### src/rtl/reg_dump_uart_tx_pkg.sv
// Shared definitions for the register-dump UART transmitter: FSM states, index widths, ASCII codes.
// Used by reg_dump_uart_tx and uart_tx_byte; REG_DUMP_ASCII_EN selects the hex-text word format.
package reg_dump_uart_tx_pkg;

    typedef enum logic [2:0] {
        IDLE,
        LOAD,
        START_BIT,
        DATA_BITS,
        STOP_BIT,
        NEXT
    } dump_state_t;

    localparam int BYTE_IDX_W = 4;
    localparam int BIT_IDX_W  = 3;

    localparam int BIN_BYTES_PER_WORD   = 4;
    localparam int ASCII_BYTES_PER_WORD = 10;

    localparam logic [7:0] ASCII_ZERO = 8'h30;
    localparam logic [7:0] ASCII_A    = 8'h41;
    localparam logic [7:0] ASCII_CR   = 8'h0D;
    localparam logic [7:0] ASCII_LF   = 8'h0A;

    // Upper-case hex digit for one nibble.
    function automatic logic [7:0] hex_ascii(input logic [3:0] nib);
        return (nib < 4'd10) ? ASCII_ZERO + {4'd0, nib}
                             : ASCII_A + {4'd0, nib} - 8'd10;
    endfunction

endpackage

### src/rtl/uart_tx_byte.sv
// 8N1 byte serializer datapath: baud counter, data-bit counter and shift register.
// The dump FSM owns the frame phase and passes it in as i_state; this block times and shifts.
module uart_tx_byte
    import reg_dump_uart_tx_pkg::*;
#(
    parameter int CLKS_PER_BIT = 434
) (
    input  logic        clk,
    input  logic        rst,
    input  dump_state_t i_state,
    input  logic [7:0]  i_data,
    input  logic        i_load,
    output logic        o_tx,
    output logic        o_bit_end,
    output logic        o_last_bit,
    output logic        o_byte_done
);

    localparam int                BAUD_W   = $clog2(CLKS_PER_BIT);
    localparam logic [BAUD_W-1:0] BAUD_MAX = BAUD_W'(CLKS_PER_BIT - 1);

    logic [BAUD_W-1:0]    r_baud;
    logic [BIT_IDX_W-1:0] r_bit;
    logic [7:0]           r_shift;
    logic                 w_in_frame;

    assign w_in_frame  = (i_state == START_BIT) || (i_state == DATA_BITS) || (i_state == STOP_BIT);
    assign o_bit_end   = w_in_frame && (r_baud == BAUD_MAX);
    assign o_last_bit  = (r_bit == 3'd7);
    assign o_byte_done = o_bit_end && (i_state == STOP_BIT);

    // NOTE: sequential state uses non-blocking assignments so every flop samples pre-edge values.
    always_ff @(posedge clk or negedge rst) begin
        if (!rst) begin
            r_baud  <= '0;
            r_bit   <= '0;
            r_shift <= '0;
        end else if (i_load) begin
            r_baud  <= '0;
            r_bit   <= '0;
            r_shift <= i_data;
        end else if (w_in_frame) begin
            r_baud <= (r_baud == BAUD_MAX) ? '0 : r_baud + 1'b1;
            // The 3-bit counter wraps 7 -> 0 on the last data bit.
            if (o_bit_end && (i_state == DATA_BITS)) begin
                r_shift <= r_shift >> 1;
                r_bit   <= r_bit + 1'b1;
            end
        end
    end

    always_comb begin
        case (i_state)
            START_BIT: o_tx = 1'b0;
            DATA_BITS: o_tx = r_shift[0];
            default:   o_tx = 1'b1;
        endcase
    end

endmodule

### src/rtl/reg_dump_uart_tx.sv
// Dumps register-file entries FIRST_REG..LAST_REG over an 8N1 UART line, one word per LOAD.
// Default: 4 raw bytes per word, MSB first. Define REG_DUMP_ASCII_EN for 8 hex chars + CR LF.
module reg_dump_uart_tx
    import reg_dump_uart_tx_pkg::*;
#(
    parameter int CLK_FREQ  = 50000000,
    parameter int BAUD      = 115200,
    parameter int FIRST_REG = 1,
    parameter int LAST_REG  = 6
) (
    input  logic        clk,
    input  logic        rst,
    input  logic        start,
    output logic [3:0]  rf_addr,
    input  logic [31:0] rf_data,
    output logic        tx,
    output logic        busy,
    output logic        done
);

    localparam int CLKS_PER_BIT = CLK_FREQ / BAUD;
`ifdef REG_DUMP_ASCII_EN
    localparam int BYTES_PER_WORD = ASCII_BYTES_PER_WORD;
`else
    localparam int BYTES_PER_WORD = BIN_BYTES_PER_WORD;
`endif
    localparam logic [BYTE_IDX_W-1:0] LAST_BYTE  = BYTE_IDX_W'(BYTES_PER_WORD - 1);
    localparam logic [3:0]            FIRST_ADDR = 4'(FIRST_REG);
    localparam logic [3:0]            LAST_ADDR  = 4'(LAST_REG);

    dump_state_t           r_state;
    dump_state_t           w_next_state;
    logic [3:0]            r_addr;
    logic [31:0]           r_shadow;
    logic [BYTE_IDX_W-1:0] r_byte_idx;
    logic                  r_done;

    logic                  w_bit_end;
    logic                  w_last_bit;
    logic                  w_byte_done;
    logic                  w_ser_load;
    logic [31:0]           w_load_word;
    logic [BYTE_IDX_W-1:0] w_load_idx;
    logic [7:0]            w_load_byte;

    // NOTE: every always_comb output gets a default first so no path can infer a latch.
    always_comb begin
        w_next_state = r_state;
        case (r_state)
            IDLE:      if (start) w_next_state = LOAD;
            LOAD:      w_next_state = START_BIT;
            START_BIT: if (w_bit_end) w_next_state = DATA_BITS;
            DATA_BITS: if (w_bit_end && w_last_bit) w_next_state = STOP_BIT;
            STOP_BIT:  if (w_byte_done) w_next_state = (r_byte_idx == LAST_BYTE) ? NEXT : START_BIT;
            NEXT:      w_next_state = (r_addr < LAST_ADDR) ? LOAD : IDLE;
            default:   w_next_state = IDLE;
        endcase
    end

    // The first byte of a word is loaded straight from rf_data while the shadow captures it.
    assign w_ser_load  = (r_state == LOAD) ||
                         ((r_state == STOP_BIT) && w_byte_done && (r_byte_idx != LAST_BYTE));
    assign w_load_word = (r_state == LOAD) ? rf_data : r_shadow;
    assign w_load_idx  = (r_state == LOAD) ? '0 : r_byte_idx + 1'b1;

    always_comb begin
        w_load_byte = 8'h00;
`ifdef REG_DUMP_ASCII_EN
        if (w_load_idx == 4'd8)
            w_load_byte = ASCII_CR;
        else if (w_load_idx == 4'd9)
            w_load_byte = ASCII_LF;
        else
            w_load_byte = hex_ascii(4'(w_load_word >> (6'd28 - 6'(w_load_idx) * 6'd4)));
`else
        w_load_byte = 8'(w_load_word >> (6'd24 - 6'(w_load_idx) * 6'd8));
`endif
    end

    always_ff @(posedge clk or negedge rst) begin
        if (!rst) begin
            r_state    <= IDLE;
            r_addr     <= FIRST_ADDR;
            r_shadow   <= '0;
            r_byte_idx <= '0;
            r_done     <= 1'b0;
        end else begin
            r_state <= w_next_state;
            r_done  <= (r_state == NEXT) && (w_next_state == IDLE);
            if (r_state == LOAD) begin
                r_shadow   <= rf_data;
                r_byte_idx <= '0;
            end else if (w_ser_load) begin
                r_byte_idx <= w_load_idx;
            end
            if (r_state == NEXT)
                r_addr <= (r_addr < LAST_ADDR) ? r_addr + 4'd1 : FIRST_ADDR;
        end
    end

    uart_tx_byte #(
        .CLKS_PER_BIT (CLKS_PER_BIT)
    ) u_tx_byte (
        .clk         (clk),
        .rst         (rst),
        .i_state     (r_state),
        .i_data      (w_load_byte),
        .i_load      (w_ser_load),
        .o_tx        (tx),
        .o_bit_end   (w_bit_end),
        .o_last_bit  (w_last_bit),
        .o_byte_done (w_byte_done)
    );

    assign rf_addr = r_addr;
    assign busy    = (r_state != IDLE);
    assign done    = r_done;

endmodule
### config.mk
export PLATFORM = sky130hd
export DESIGN_NAME = reg_dump_uart_tx
export DESIGN_NICKNAME = d
export VERILOG_FILES = /design/src/rtl/reg_dump_uart_tx_pkg.sv /design/src/rtl/uart_tx_byte.sv /design/src/rtl/reg_dump_uart_tx.sv
export SDC_FILE = /design/constraint.sdc
export NUM_CORES = 1
export LEC_CHECK = 0
export ABC_AREA = 0
export BUFFER_PORTS_ARGS = -buffer_cell sky130_fd_sc_hd__buf_2
export CAP_MARGIN = 30
export CORE_MARGIN = 1
export CORE_UTILIZATION = 34
export CTS_BUF_LIST = sky130_fd_sc_hd__clkbuf_8
export DETAILED_ROUTE_END_ITERATION = 8
export PLACE_DENSITY = 0.65
export SLEW_MARGIN = 20
export SYNTH_ARGS = -nofsm -noshare
export SYNTH_HDL_FRONTEND = slang
export SYNTH_SLANG_ARGS = --single-unit
### constraint.sdc
create_clock -name clk -period 1.9 [get_ports clk]
set_input_delay 0.095 -clock clk [delete_from_list [all_inputs] [get_ports clk]]
set_output_delay 0.095 -clock clk [all_outputs]
set_load 0.01 [all_outputs]
==> summary.md <==
| Metric | Value |
|---|---|
| Outcome | `finished clean` |
| Maximum net fanout on the critical path | `4` |
| Slew of the pin with the lowest slew margin | `between 0.4 and 0.5 ns` |
| Required time at the worst-slack endpoint | `between 2 and 2.5 ns` |
| RSZ-0062 raised after global routing | `yes` |
| Number of max-cap violations | `0` |
| Layout Area Growth over Synthesis | `35.36%` |
| Power per cell area | `between 600 and 700 nW/um^2` |
| Tot GR Track Use | `0.1596` |
| Avg WL per Cell | `approximately 13 um` |
| Startpoint of the worst hold path | `start` |
| Simple-Gate Fraction of Synth Area | `0.2377` |
| Critical Path Sink Type | `flop` |
| Maximum count of clock buffers along a single path | `2` |
| Yosys reg bits | `64` |
| Dominant combinational cell family by area after synthesis | `simple AND/OR/NAND/NOR gates` |
| Critical-path top delay cell | `sky130_fd_sc_hd__dfrtp_1` |
| Final cell utilization of the core | `0.4718` |
| Post-synthesis share of cell area spent on xor and xnor gates | `0.01913` |
| Multiplexer share of the synthesized area | `0.07494` |
| Yosys warning count | `0` |
| Register area share after synthesis | `0.5000` |
| Worst-case headroom to the max-slew limit | `0.6915` |
| Number of slew-limit violations in the final report | `0` |
| Worst-skew pair later-pin latency | `around 0.35 ns` |
| Fmax | `around 540 MHz` |
| CTS clock-pin slew for the worst setup and hold paths | `about 0.08 ns` |
| ANT cells | `0` |
| Share of the synthesized area in compound gates (AO/OA/AOI/OAI) | `0.1081` |
| Vias per Instance | `slightly below 5` |
| Number of antenna violations at the first check in global routing | `0` |
| Proportion of netlist area held by the largest area contributor | `0.4918` |
| Distinct cells, synth | `41` |
| Type of element launching the critical path | `flop` |
| Leakage | `between 2 and 2.5 nW` |
| Worst r2r path cells | `8` |
| DR vias | `2767` |
| IO Count | `42` |
| WHS | `between 0.06 and 0.07 ns` |
| Num Clock Sinks | `between 60 and 70` |
| Root cell of the clock tree | `sky130_fd_sc_hd__clkbuf_8` |
| Cell Area, Synth | `roughly 3200 sq um` |
| Part of the cycle the worst path needs | `0.9670` |
| Iteration-0 DRC Markers | `80` |
| Area leader, netlist | `sky130_fd_sc_hd__dfrtp_1` |
| Initial Util | `0.3486` |
| Fraction of layout cells with a size suffix above 1 | `0.2354` |
| Per-instance average area after synthesis | `about 9.2 sq um` |
| Chip Width | `around 99 um` |
| Number of endpoints failing setup at the final stage | `0` |
| Input/output buffers | `41` |
| Worst reg-to-reg setup slack | `between 0.06 and 0.07 ns` |
| Final WL | `7.397 mm` |
| TritonCTS clock tree | `done` |
| Clock buffer count from CTS | `9` |
| DP HPWL | `4.540 mm` |
| Vias in the first global route | `~2800` |
| Post-detailed-route DRC marker count | `0` |
| Die Area | `roughly 9800 sq um` |
| Residual antenna-violating net count after detailed routing | `0` |
| Area inside the core boundary | `roughly 9000 sq um` |
| Final min period | `1.837 ns` |
| Overflow after GRT | `0` |
| Worst setup path class | `reg2reg` |
| Class of the worst hold path | `in2reg` |
| Net Count, Synth | `389` |
| Terminating pin of the worst hold path | `done` |
| Clock Skew | `about 0.0079 ns` |
| Reg-to-reg endpoint | `r_byte_idx[3]` |
| CP cell instances | `ha_4 > nor3b_2 > nor4_4 > buf_4 > buf_12 > nand4_1 > xor2_1 > nor2_1` |
| Pin count of the biggest net entering global routing | `65` |
| Die height | `around 100 um` |
| Post-Synth Adder-Cell Area | `0.02342` |
| GP Congestion | `between 0.8 and 0.9` |
| Arrival time of data at the critical path endpoint | `2.07 ns` |
| Site row count | `35` |
| Count of TritonRoute iterations in the first routing pass | `4` |
| Worst voltage drop across the vdd grid | `0.3464 mV` |
| Final hold violations | `0` |
| Synthesized instance count | `348` |
| R2R Path Start | `r_byte_idx[1]` |
| Main area contributors after synthesis | `sky130_fd_sc_hd__dfrtp_1, sky130_fd_sc_hd__nand2_1, sky130_fd_sc_hd__mux4_2` |
| Critical Path Max Stage Delay | `0.43 ns` |
| Wire length of the first global-routing pass | `12.42 mm` |
| Worst hold stages | `3` |
| Fin nets | `482` |
| H-tree depth reported by CTS | `3` |
==> Yosys cell counts (all sizes together) <==
master   number
nand2       123
and3          1
xor2          5
clkbuf       10
a21oi         6
nand4bb       1
and2          2
nand2b        3
inv           9
nor3b         1
dfrtp        63
nor4          1
o21a          1
mux4          8
nand4         4
ha            6
o31ai         3
mux2i         6
dfstp         1
a2bb2oi       2
o21ai        13
a21o         10
or3           3
nand4b        1
nor3          5
nor2         21
nand3b        1
or3b          1
xnor2         2
a22o          2
a211oi        1
nand3         7
buf           9
o41ai         1
nor2b         2
o311ai        1
o22ai         3
a31oi         9
==> kinds of logic after synthesis <==
family,count (synthesis)
buffers and inverters,28
DFF,64
AOI/OAI and AO/OA,52
muxes,14
adders and majority gates,6
xor gates and xnor gates,7
and+or+nand+nor,177
==> through the flow <==
| step | TNS, ns | power (mW) | area (sq um) | setup WS [ns] | cells |
|---|---|---|---|---|---|
| after detailed placement | -0.2283 | 1.581 | 3704 | -0.09985 | 504 |
| final | 0 | 2.782 | 4339 | 0.06275 | 557 |
| after CTS | 0 | 2.825 | 4233 | 0.007057 | 553 |
| after floorplan | 0 | 1.499 | 3206 | 0.04377 | 348 |
| after global routing | -0.1789 | 2.898 | 4339 | -0.05323 | 557 |
| after global placement | 0 | 1.577 | 3704 | 0.02426 | 504 |
==> worst max path at each step <==
| stage | slack, ns | endpoint | cells after the start | from |
|---|---|---|---|---|
| after global placement | 0.02 | u_tx_byte.r_shift[6] | 7 | r_byte_idx[1] |
| after CTS | 0.007 | u_tx_byte.r_shift[2] | 8 | u_tx_byte.r_baud[1] |
| final | 0.06 | r_byte_idx[3] | 8 | r_byte_idx[1] |
| after floorplan | 0.04 | u_tx_byte.r_bit[2] | 8 | u_tx_byte.r_baud[1] |
| after global routing | -0.05 | u_tx_byte.r_shift[5] | 7 | r_byte_idx[1] |
| after detailed placement | -0.1 | u_tx_byte.r_shift[3] | 7 | r_byte_idx[1] |
==> layer usage <==
metal	up-vias	share of wire	routed length, um	global-route usage
met3	13	0.034	251	0.04076
met5	-	0	0	0
met4	0	0.014	104	0.04864
met1	1325	0.44	3283	0.1907
li1	1365	-	-	-
met2	64	0.51	3758	0.2835
==> flip-flops by register name (all words and copies together), names as in the netlist <==
signal / cells
u_tx_byte.r_shift: 8
done: 1
rf_addr: 4
r_shadow: 32
u_tx_byte.r_bit: 3
r_state: 3
r_byte_idx: 4
u_tx_byte.r_baud: 9
==> cell type report <==
cell class	instances	area, sq um
clock buffer	9	123.9
tap	111	138.9
timing repair buffer	101	817.0
inverter	9	33.78
fill	859	4857
sequential	64	1603
multi-input combinational	256	1550
clock inverter	7	72.57
==> where the power goes <==
part | switching, mW | internal [mW]
registers | 0.0233 | 1.40
clock network | 0.567 | 0.607
logic | 0.0739 | 0.106
==> layout by cell type, fill, tap and decap left out, types with 2 or more instances in the layout <==
| master | instances |
|---|---|
| sky130_fd_sc_hd__clkinv_4 | 2 |
| sky130_fd_sc_hd__xor2_1 | 5 |
| sky130_fd_sc_hd__a2bb2oi_1 | 2 |
| sky130_fd_sc_hd__nand4_1 | 4 |
| sky130_fd_sc_hd__dfrtp_1 | 63 |
| sky130_fd_sc_hd__and2_1 | 2 |
| sky130_fd_sc_hd__ha_4 | 3 |
| sky130_fd_sc_hd__o31ai_1 | 3 |
| sky130_fd_sc_hd__or3_1 | 2 |
| sky130_fd_sc_hd__nand2_1 | 123 |
| sky130_fd_sc_hd__nor3_1 | 5 |
| sky130_fd_sc_hd__ha_1 | 3 |
| sky130_fd_sc_hd__buf_4 | 20 |
| sky130_fd_sc_hd__clkbuf_8 | 9 |
| sky130_fd_sc_hd__a21o_1 | 10 |
| sky130_fd_sc_hd__nand2b_1 | 3 |
| sky130_fd_sc_hd__a22o_1 | 2 |
| sky130_fd_sc_hd__o21ai_0 | 13 |
| sky130_fd_sc_hd__nor2_2 | 2 |
| sky130_fd_sc_hd__dlygate4sd3_1 | 33 |
| sky130_fd_sc_hd__buf_2 | 41 |
| sky130_fd_sc_hd__nor2b_1 | 2 |
| sky130_fd_sc_hd__nand3_1 | 7 |
| sky130_fd_sc_hd__o22ai_1 | 3 |
| sky130_fd_sc_hd__xnor2_1 | 2 |
| sky130_fd_sc_hd__buf_12 | 6 |
| sky130_fd_sc_hd__a21oi_1 | 5 |
| sky130_fd_sc_hd__mux4_2 | 8 |
| sky130_fd_sc_hd__nor2_1 | 18 |
| sky130_fd_sc_hd__mux2i_1 | 6 |
| sky130_fd_sc_hd__a31oi_1 | 9 |
| sky130_fd_sc_hd__inv_1 | 9 |
==> critical path: cells and delay by family (launching register included) <==
kind / cells / cell delay [ns]
simple gates: 4 / 0.65
flops: 1 / 0.43
buf+inv: 2 / 0.31
fa+ha+maj: 1 / 0.19
xor+xnor: 1 / 0.15
==> repair_timing <==
action,CTS,global route
gates cloned,0,1
hold buffers,33,0
resized for setup,1,12
setup buffers,0,4
pin swaps,0,6
endpoints found under the setup margin,7,18
endpoints found under the hold margin,95,0
Power figures use the tool's default switching activity.
